**config.mk**
```make
export PLATFORM = sky130hd
export DESIGN_NAME = gpr_sb_flat
export DESIGN_NICKNAME = d
export VERILOG_FILES = /design/src/rtl/gpr_sb_if.sv /design/src/rtl/gpr_sb.sv /design/src/flat_wrapper.sv
export SDC_FILE = /design/constraint.sdc
export NUM_CORES = 2
export LEC_CHECK = 0
export CAP_MARGIN = 25
export CORE_MARGIN = 5
export CORE_UTILIZATION = 50
export DETAILED_ROUTE_END_ITERATION = 6
export PLACE_DENSITY = 0.66
export SYNTH_ARGS = -nofsm -noshare
export SYNTH_HDL_FRONTEND = slang
export SYNTH_SLANG_ARGS = --single-unit
export TNS_END_PERCENT = 30
```
**constraint.sdc**
```tcl
create_clock -name clk -period 112.4 [get_ports clk]
set_clock_uncertainty 0.05 [all_clocks]
set_input_delay 22.48 -clock clk [delete_from_list [all_inputs] [get_ports clk]]
set_output_delay 22.48 -clock clk [all_outputs]
set_load 0.02 [all_outputs]
```
**src/rtl/gpr_sb_if.sv**
```systemverilog
// Register-file bus: read ports with pending flags, byte-enabled write port,
// and issue port for the RAW-hazard scoreboard.
interface gpr_sb_if #(
    parameter int DW  = 32,
    parameter int AW  = 5,
    parameter int NRD = 2
);
    logic [NRD*AW-1:0] raddr;
    logic [NRD*DW-1:0] rdata;
    logic [NRD-1:0]    rpend;
    logic              stall;
    logic              we;
    logic [AW-1:0]     waddr;
    logic [DW-1:0]     wdata;
    logic [DW/8-1:0]   wbe;
    logic              iss;
    logic [AW-1:0]     iss_addr;
    logic [AW:0]       npend;

    // Single-cycle, unhandshaked: we/iss are sampled on every rising clk edge.
    modport master (
        output raddr, we, waddr, wdata, wbe, iss, iss_addr,
        input  rdata, rpend, stall, npend
    );

    modport slave (
        input  raddr, we, waddr, wdata, wbe, iss, iss_addr,
        output rdata, rpend, stall, npend
    );
endinterface

```
**src/rtl/gpr_sb.sv**
```systemverilog
// General-purpose register file with byte-enable writes, write-to-read bypass
// and a per-register pending scoreboard for decode-stage RAW stalls.
module gpr_sb #(
    parameter int DW       = 32,
    parameter int AW       = 5,
    parameter int NRD      = 2,
    parameter int BYPASS   = 1,
    parameter int ZERO_REG = 1
) (
    input logic     clk,
    input logic     rst,
    gpr_sb_if.slave bus
);
    localparam int DEPTH = 1 << AW;
    localparam int NB    = DW / 8;

    logic [DW-1:0]    regs [DEPTH];
    logic [DEPTH-1:0] pend;
    logic [DEPTH-1:0] pend_nxt;
    logic [AW:0]      npend_q;
    logic [AW:0]      cnt_nxt;
    logic             wr_zero;

    logic [NRD*DW-1:0] rdata_w;
    logic [NRD-1:0]    rpend_w;
    logic [AW-1:0]     ra;
    logic              hit;
    logic              zro;
    logic [DW-1:0]     word;

    assign wr_zero = (ZERO_REG != 0) && (bus.waddr == '0);

    // Issue is applied after the write-clear so a same-address issue wins.
    always_comb begin
        pend_nxt = pend;
        if (bus.we) pend_nxt[bus.waddr] = 1'b0;
        if (bus.iss && !((ZERO_REG != 0) && (bus.iss_addr == '0)))
            pend_nxt[bus.iss_addr] = 1'b1;
    end

    always_comb begin
        cnt_nxt = '0;
        for (int i = 0; i < DEPTH; i++)
            cnt_nxt = cnt_nxt + {{AW{1'b0}}, pend_nxt[i]};
    end

    always_ff @(posedge clk or posedge rst) begin
        if (rst) begin
            for (int i = 0; i < DEPTH; i++) regs[i] <= '0;
            pend    <= '0;
            npend_q <= '0;
        end else begin
            if (bus.we && !wr_zero) begin
                for (int b = 0; b < NB; b++)
                    if (bus.wbe[b]) regs[bus.waddr][b*8 +: 8] <= bus.wdata[b*8 +: 8];
            end
            pend    <= pend_nxt;
            npend_q <= cnt_nxt;
        end
    end

    // Read ports: zero register, then bypass merge, then stored value.
    always_comb begin
        rdata_w = '0;
        rpend_w = '0;
        ra      = '0;
        hit     = 1'b0;
        zro     = 1'b0;
        word    = '0;
        for (int k = 0; k < NRD; k++) begin
            ra   = bus.raddr[k*AW +: AW];
            hit  = (BYPASS != 0) && bus.we && (ra == bus.waddr);
            zro  = ((ZERO_REG != 0) && (ra == '0)) || rst;
            word = regs[ra];
            if (hit) begin
                for (int b = 0; b < NB; b++)
                    if (bus.wbe[b]) word[b*8 +: 8] = bus.wdata[b*8 +: 8];
            end
            if (zro) word = '0;
            rdata_w[k*DW +: DW] = word;
            rpend_w[k]          = pend[ra] && !hit && !zro;
        end
    end

    assign bus.rdata = rdata_w;
    assign bus.rpend = rpend_w;
    assign bus.stall = |rpend_w;
    assign bus.npend = npend_q;
endmodule

```
**src/flat_wrapper.sv**
```systemverilog
// flat-port wrapper written by rule: the top's interface ports become plain ports
module gpr_sb_flat 
#(
    parameter int DW       = 32,
    parameter int AW       = 5,
    parameter int NRD      = 2,
    parameter int BYPASS   = 1,
    parameter int ZERO_REG = 1
)
  (clk, rst, bus_raddr, bus_we, bus_waddr, bus_wdata, bus_wbe, bus_iss, bus_iss_addr, bus_rdata, bus_rpend, bus_stall, bus_npend);
  gpr_sb_if #(.DW(DW), .AW(AW), .NRD(NRD)) bus_i ();
  input logic clk;
  input logic rst;
  input wire logic [$bits(bus_i.raddr)-1:0] bus_raddr;
  input wire logic [$bits(bus_i.we)-1:0] bus_we;
  input wire logic [$bits(bus_i.waddr)-1:0] bus_waddr;
  input wire logic [$bits(bus_i.wdata)-1:0] bus_wdata;
  input wire logic [$bits(bus_i.wbe)-1:0] bus_wbe;
  input wire logic [$bits(bus_i.iss)-1:0] bus_iss;
  input wire logic [$bits(bus_i.iss_addr)-1:0] bus_iss_addr;
  output wire logic [$bits(bus_i.rdata)-1:0] bus_rdata;
  output wire logic [$bits(bus_i.rpend)-1:0] bus_rpend;
  output wire logic [$bits(bus_i.stall)-1:0] bus_stall;
  output wire logic [$bits(bus_i.npend)-1:0] bus_npend;
  assign bus_i.raddr = bus_raddr;
  assign bus_i.we = bus_we;
  assign bus_i.waddr = bus_waddr;
  assign bus_i.wdata = bus_wdata;
  assign bus_i.wbe = bus_wbe;
  assign bus_i.iss = bus_iss;
  assign bus_i.iss_addr = bus_iss_addr;
  assign bus_rdata = bus_i.rdata;
  assign bus_rpend = bus_i.rpend;
  assign bus_stall = bus_i.stall;
  assign bus_npend = bus_i.npend;
  gpr_sb #(.DW(DW), .AW(AW), .NRD(NRD), .BYPASS(BYPASS), .ZERO_REG(ZERO_REG)) u_core (.clk(clk), .rst(rst), .bus(bus_i));
endmodule
```
[After elaboration in Yosys (flattened, before gate mapping)]
Cells that the tools add are included.
Widths: inputs -> output; s select.
Word-level totals
  bits in latches: 0
  input bits: 60
  logic and storage cells: 154
  memories: 0
  ROM bits: 0
  output and inout port bits: 73
  memory bits (writable): 0
  bits in registers: 1062
Operators by class
  equal/unequal tests: 2
  reductions and logical operators: 24
  order comparisons: 10
  mux-type cells: 47
  shift operators: 0
  bitwise logic cells: 6
  add/sub/neg operators: 31
  multipliers: 0
  div/mod/pow operators: 0
Operators by type and width (count)
  $mux 1024: 7
  $bwmux 1024: 4
  $demux 32 s5: 4
  $mux 32: 11
  $bmux 32 s5: 2
  $add 6x1->6: 30
  $mux 8: 9
  $and 32x32->32: 1
  $not 32->32: 1
  $or 32x32->32: 1
  $lt 5x6->1 const B: 4
  $mux 24: 1
  $logic_not 5->1: 4
  $ge 6x6->1 const B: 3
  $not 5->6: 3
  $mux 16: 1
  $logic_and 1x1->1: 11
  $bmux 1 s5: 2
  $demux 1 s5: 2
  $eq 5x5->1: 2
  $ge 5x1->1 const B: 2
  $logic_not 1->1: 6
  $lt 6x1->1 const B: 1
  $mux 1: 4
  3 further kinds: 4

[Depth between registers and ports, before layout]
  word-level depth: 40
  mapped depth: 22
  depth with buffers taken out: 20

[Worst setup path before layout]
No wires, ideal clock.
  path type: input -> output
  start: input rst
  end: output bus_rdata[0]
  path buffers: 0
  setup slack: 39947 ps
  arrival: 49923 ps
  data required time: 89870 ps
  stages: 4
  cell sequence: inv_1 -> o21ai_2 -> nor4_4 -> a221o_1
On the way
  cells in the longest elaborated chain, start to end: 2
RTL lines
  from (decl): line flat_wrapper.sv:13  | input logic rst;
  $logic_or 1x1->1: line gpr_sb.sv:73  | zro = ((ZERO_REG != 0) && (ra == '0)) || rst;
  $mux 32: line gpr_sb.sv:79  | if (zro) word = '0;
  to (decl): line flat_wrapper.sv:21  | output wire logic [$bits(bus_i.rdata)-1:0] bus_rdata;
No other way between the ends.

[Final worst setup path]
  start: input bus_raddr[5]
  end: output bus_rdata[42]
On the way
  cells in the longest elaborated chain, start to end: 7
  elaborated cells between the ends (all ways): 11
  those cells by class: eq/ne (1); mux (6); bitwise (1); reduce/logical (3)
RTL lines
  from (decl): line flat_wrapper.sv:14  | input wire logic [$bits(bus_i.raddr)-1:0] bus_raddr;
  $not 5->6 (not written as such): line gpr_sb.sv:74  | word = regs[ra];
  $bmux 32 s5: line gpr_sb.sv:74
  $mux 32 (not written as such) (2 in series): line gpr_sb.sv:74
  $mux 8: line gpr_sb.sv:77  | if (bus.wbe[b]) word[b*8 +: 8] = bus.wdata[b*8 +: 8];
  $mux 32: line gpr_sb.sv:75  | if (hit) begin
  $mux 32 *: line gpr_sb.sv:79
Every way passes the cells marked *; elsewhere a longest branch is shown, timed or not. The select of a mux whose other input is x is not followed.

==> metrics.md <==
| Metric | Value |
|---|---|
| Slew HR | 0.232 |
| Post-Route WL | 189000 microns |
| Syn nets | 4469 |
| Seq/Total Area, Yosys | 0.449 |
| Psw | 0.000384 W |
| Status | finished clean |
| GRT Overall Usage | 0.297 |
| Most frequent cells in the layout | 1062 x dfrtp_1, 963 x mux2_2, 501 x mux2i_1 |
| Max Root-Sink Buffers | 3 |
| Slew Viols, Final | 0 |
| Hold Fails Final Rpt | 0 |
| Starting Density | 0.502 |
| First-pass GRT wire length | 280000 microns |
| Die Y | 354 microns |
| Total number of vias | 40699 |
| Post-synth EDFFs | 0 |
| RSZ-0062 raised after global routing | no |
| Post-route DRC violation count | 0 |
| Die Area | 125000 sq um |
| Width of the chip | 354 microns |
| Endpoint class of the critical path | primary output |
| Most frequent CP cell | buf_4 |
| Worst path required time | 89.87 ns |
| Postcts setup bufs | 0 |
| CP Class | in2out |
| Internal | 0.000835 W |
| Number of max-cap violations | 0 |
| Area growth from synthesis to layout | 11.5% |
| Non-Filler Instances | 5995 |
| Post-synth top area cell | dfrtp_1 |
| Clk_lat worst skew | 0.71 ns |
| Setup violations, final | 0 |
| Share of the synthesized area in the top cell type | 0.449 |
| Drt pass-1 iters | 7 |
| Largest net degree at the start of global routing | 180 |
| H-tree level count | 3 |
| TritonCTS clock tree | done |
| Port bufs | 132 |
| Num CTS Buffers | 116 |
| Synth Register Bits | 1062 |
| Fmax | 0.0201 GHz |
| Detailed router's first-iteration violation count | 4132 |
| Initial antenna violation count | 19 |
| Post-CTS Resized | 0 |
| LEAKAGE | 28.9 nW |
| Hold Buf Count CTS | 0 |
| Comb pwr share | 0.280 |
| Final nets | 4446 |
| Layout cells sized above 1 | 0.385 |
| Core outline area | 118000 sq um |
| Sequential share of power | 0.390 |
| Worst path slowest cell | buf_4 |
| Synth top area cells | dfrtp_1 45%, mux2_2 18%, mux4_2 11% |
| Worst Max-Slew Pin Slew | 1.15 ns |
| Worst-path clk slew | 0.06 ns |
| Max FO, Critical Path | 50 |
| Crit path time final | 49.83 ns |
| Commonest non-fill, non-tap cell in the layout | dfrtp_1 |
| Routability cong. | 0.914 |
| Netlist Area Pre-Place | 59200 sq um |
| Post-Place Cells | 5760 |
| Cells along the critical path | buf_8 > buf_4 > buf_4 > buf_4 > mux2i_1 > a221oi_1 > a21oi_1 > o21a_1 > o211ai_1 > clkdlybuf4s50_1 |
| Yosys Warn Count | 0 |
| WP data arrival | 27.30 ns |
| Fill cells | 9652 |
| Post-synthesis instance total | 4377 |
| Post-synth cell types | 67 |
| I/O pin cnt | 133 |
| Register area | 26600 sq um |
| Root buf cell | clkbuf_16 |
| Sw Ratio | 0.315 |
| Mean Syn Cell Area | 13.5 sq um |
| Worst Hold Class | reg2reg |
| Antenna-violating nets left | 0 |
| Crit share post-route | 0.443 |
| Area of the multi-input gates | 30800 sq um |
| Final HPWL DP | 116000 microns |
| Peak VDD IR | 0.0504 mV |
| Synth Flop Type | dfrtp_1 |
| Vias in the first global route | 41311 |
| Remaining Overflow, GRT | 0 |
| Asr flop ratio synth | 1.00 |
| Placement Rows | 126 |
| PwrDens | 18.4 nW/um^2 |
| CP max stage delay | 0.86 ns |
| Routed len/inst | 31.6 microns |
| Clock Power Share | 0.330 |
| Setup TNS | 0 ns |
| CP startpoint kind | input port |
| Vias per cell | 6.79 |
| Clk sinks | 1062 |
final timing paths:
| path | startpoint | endpoint | slack [ns] | cells after the start |
|---|---|---|---|---|
| worst max-delay path | bus_raddr[5] | bus_rdata[42] | 62.57 | 10 |
| worst min-delay path | u_core.regs[1002] | u_core.regs[1002] | 0.34 | 0 |
| worst max register to register | u_core.pend[1] | u_core.bus.npend[4] | 106.85 | 17 |
| worst min register to register | u_core.regs[1002] | u_core.regs[1002] | 0.34 | 0 |
| max in group asynchronous | rst | u_core.regs[671] | 86.79 | 6 |
| min in group asynchronous | rst | u_core.regs[849] | 22.66 | 2 |
metal layers:
metal | track usage | part of all wire | wire length [microns]
met1 | 0.408 | 0.41 | 78200
met2 | 0.451 | 0.45 | 85000
met3 | 0.0846 | 0.095 | 18000
met4 | 0.106 | 0.041 | 7830
met5 | 0.0123 | 0.00082 | 156
Yosys cell counts (35+ instances only):
master    count
o21a_1       35
o21ai_0      64
a22oi_1      71
nand2_1      78
buf_2        89
buf_4        41
dfrtp_1    1062
nand3_1      45
inv_1        52
a21oi_1     126
clkbuf_1    229
mux4_2      281
a221oi_1    187
o22a_1       62
mux2_2      963
mux2i_1     501
nor2_2       94
cell families (layout without fill, tap and decap cells):
logic type | count (synthesis) | count (layout) | share of synthesized area
flops | 1062 | 1062 | 0.449
buf+inv | 434 | 504 | 0.0325
fa+ha+maj | 32 | 32 | 0.00980
other cells | 0 | 12 | 0
simple gates | 309 | 309 | 0.0322
compound gates | 753 | 753 | 0.0947
xor+xnor | 13 | 13 | 0.00205
mux | 1774 | 1774 | 0.380
layout make-up:
class,instances,share of cell area
Timing Repair Buffer,239,0.0378
Multi-Input combinational cell,2881,0.466
Sequential cell,1062,0.402
Tap cell,1536,0.0291
Clock buffer,174,0.0537
Antenna cell,12,0.000455
Clock inverter,37,0.00727
Inverter,54,0.00326
state kept, by name, indices dropped and copies added, names as in the netlist:
| register | count |
|---|---|
| u_core.pend | 32 |
| u_core.regs | 1024 |
| u_core.bus.npend | 6 |
worst max-delay path, delay by kind of cell:
family                 cells  cell delay [ns]
multiplexers               1             0.17
AO/OA/AOI/OAI              4             1.05
buffers and inverters      5             3.48
power by group through the flow:
stage | Clock (W) | Sequential [W] | Combinational, W
floorplan | 0 | 0.000471 | 0.000237
global placement | 0 | 0.000477 | 0.000342
detailed placement | 0 | 0.000480 | 0.000348
CTS | 0.000407 | 0.000473 | 0.000350
global route | 0.000423 | 0.000481 | 0.000374
finish | 0.000402 | 0.000475 | 0.000342
per-stage QoR:
stage	hold WS (ns)	utilization	setup WS, ns	total power (W)	area (sq um)
final	0.345	0.560	62.57	0.00122	66100
after floorplan	0.391	-	39.95	0.000708	59200
after global placement	0.327	0.522	62.51	0.000819	61500
after CTS	0.346	0.557	62.51	0.00123	65700
after detailed placement	0.333	0.523	62.52	0.000828	61700
after global routing	0.353	0.560	62.25	0.00128	66000
Note: power is estimated with default switching activity, not from simulation.
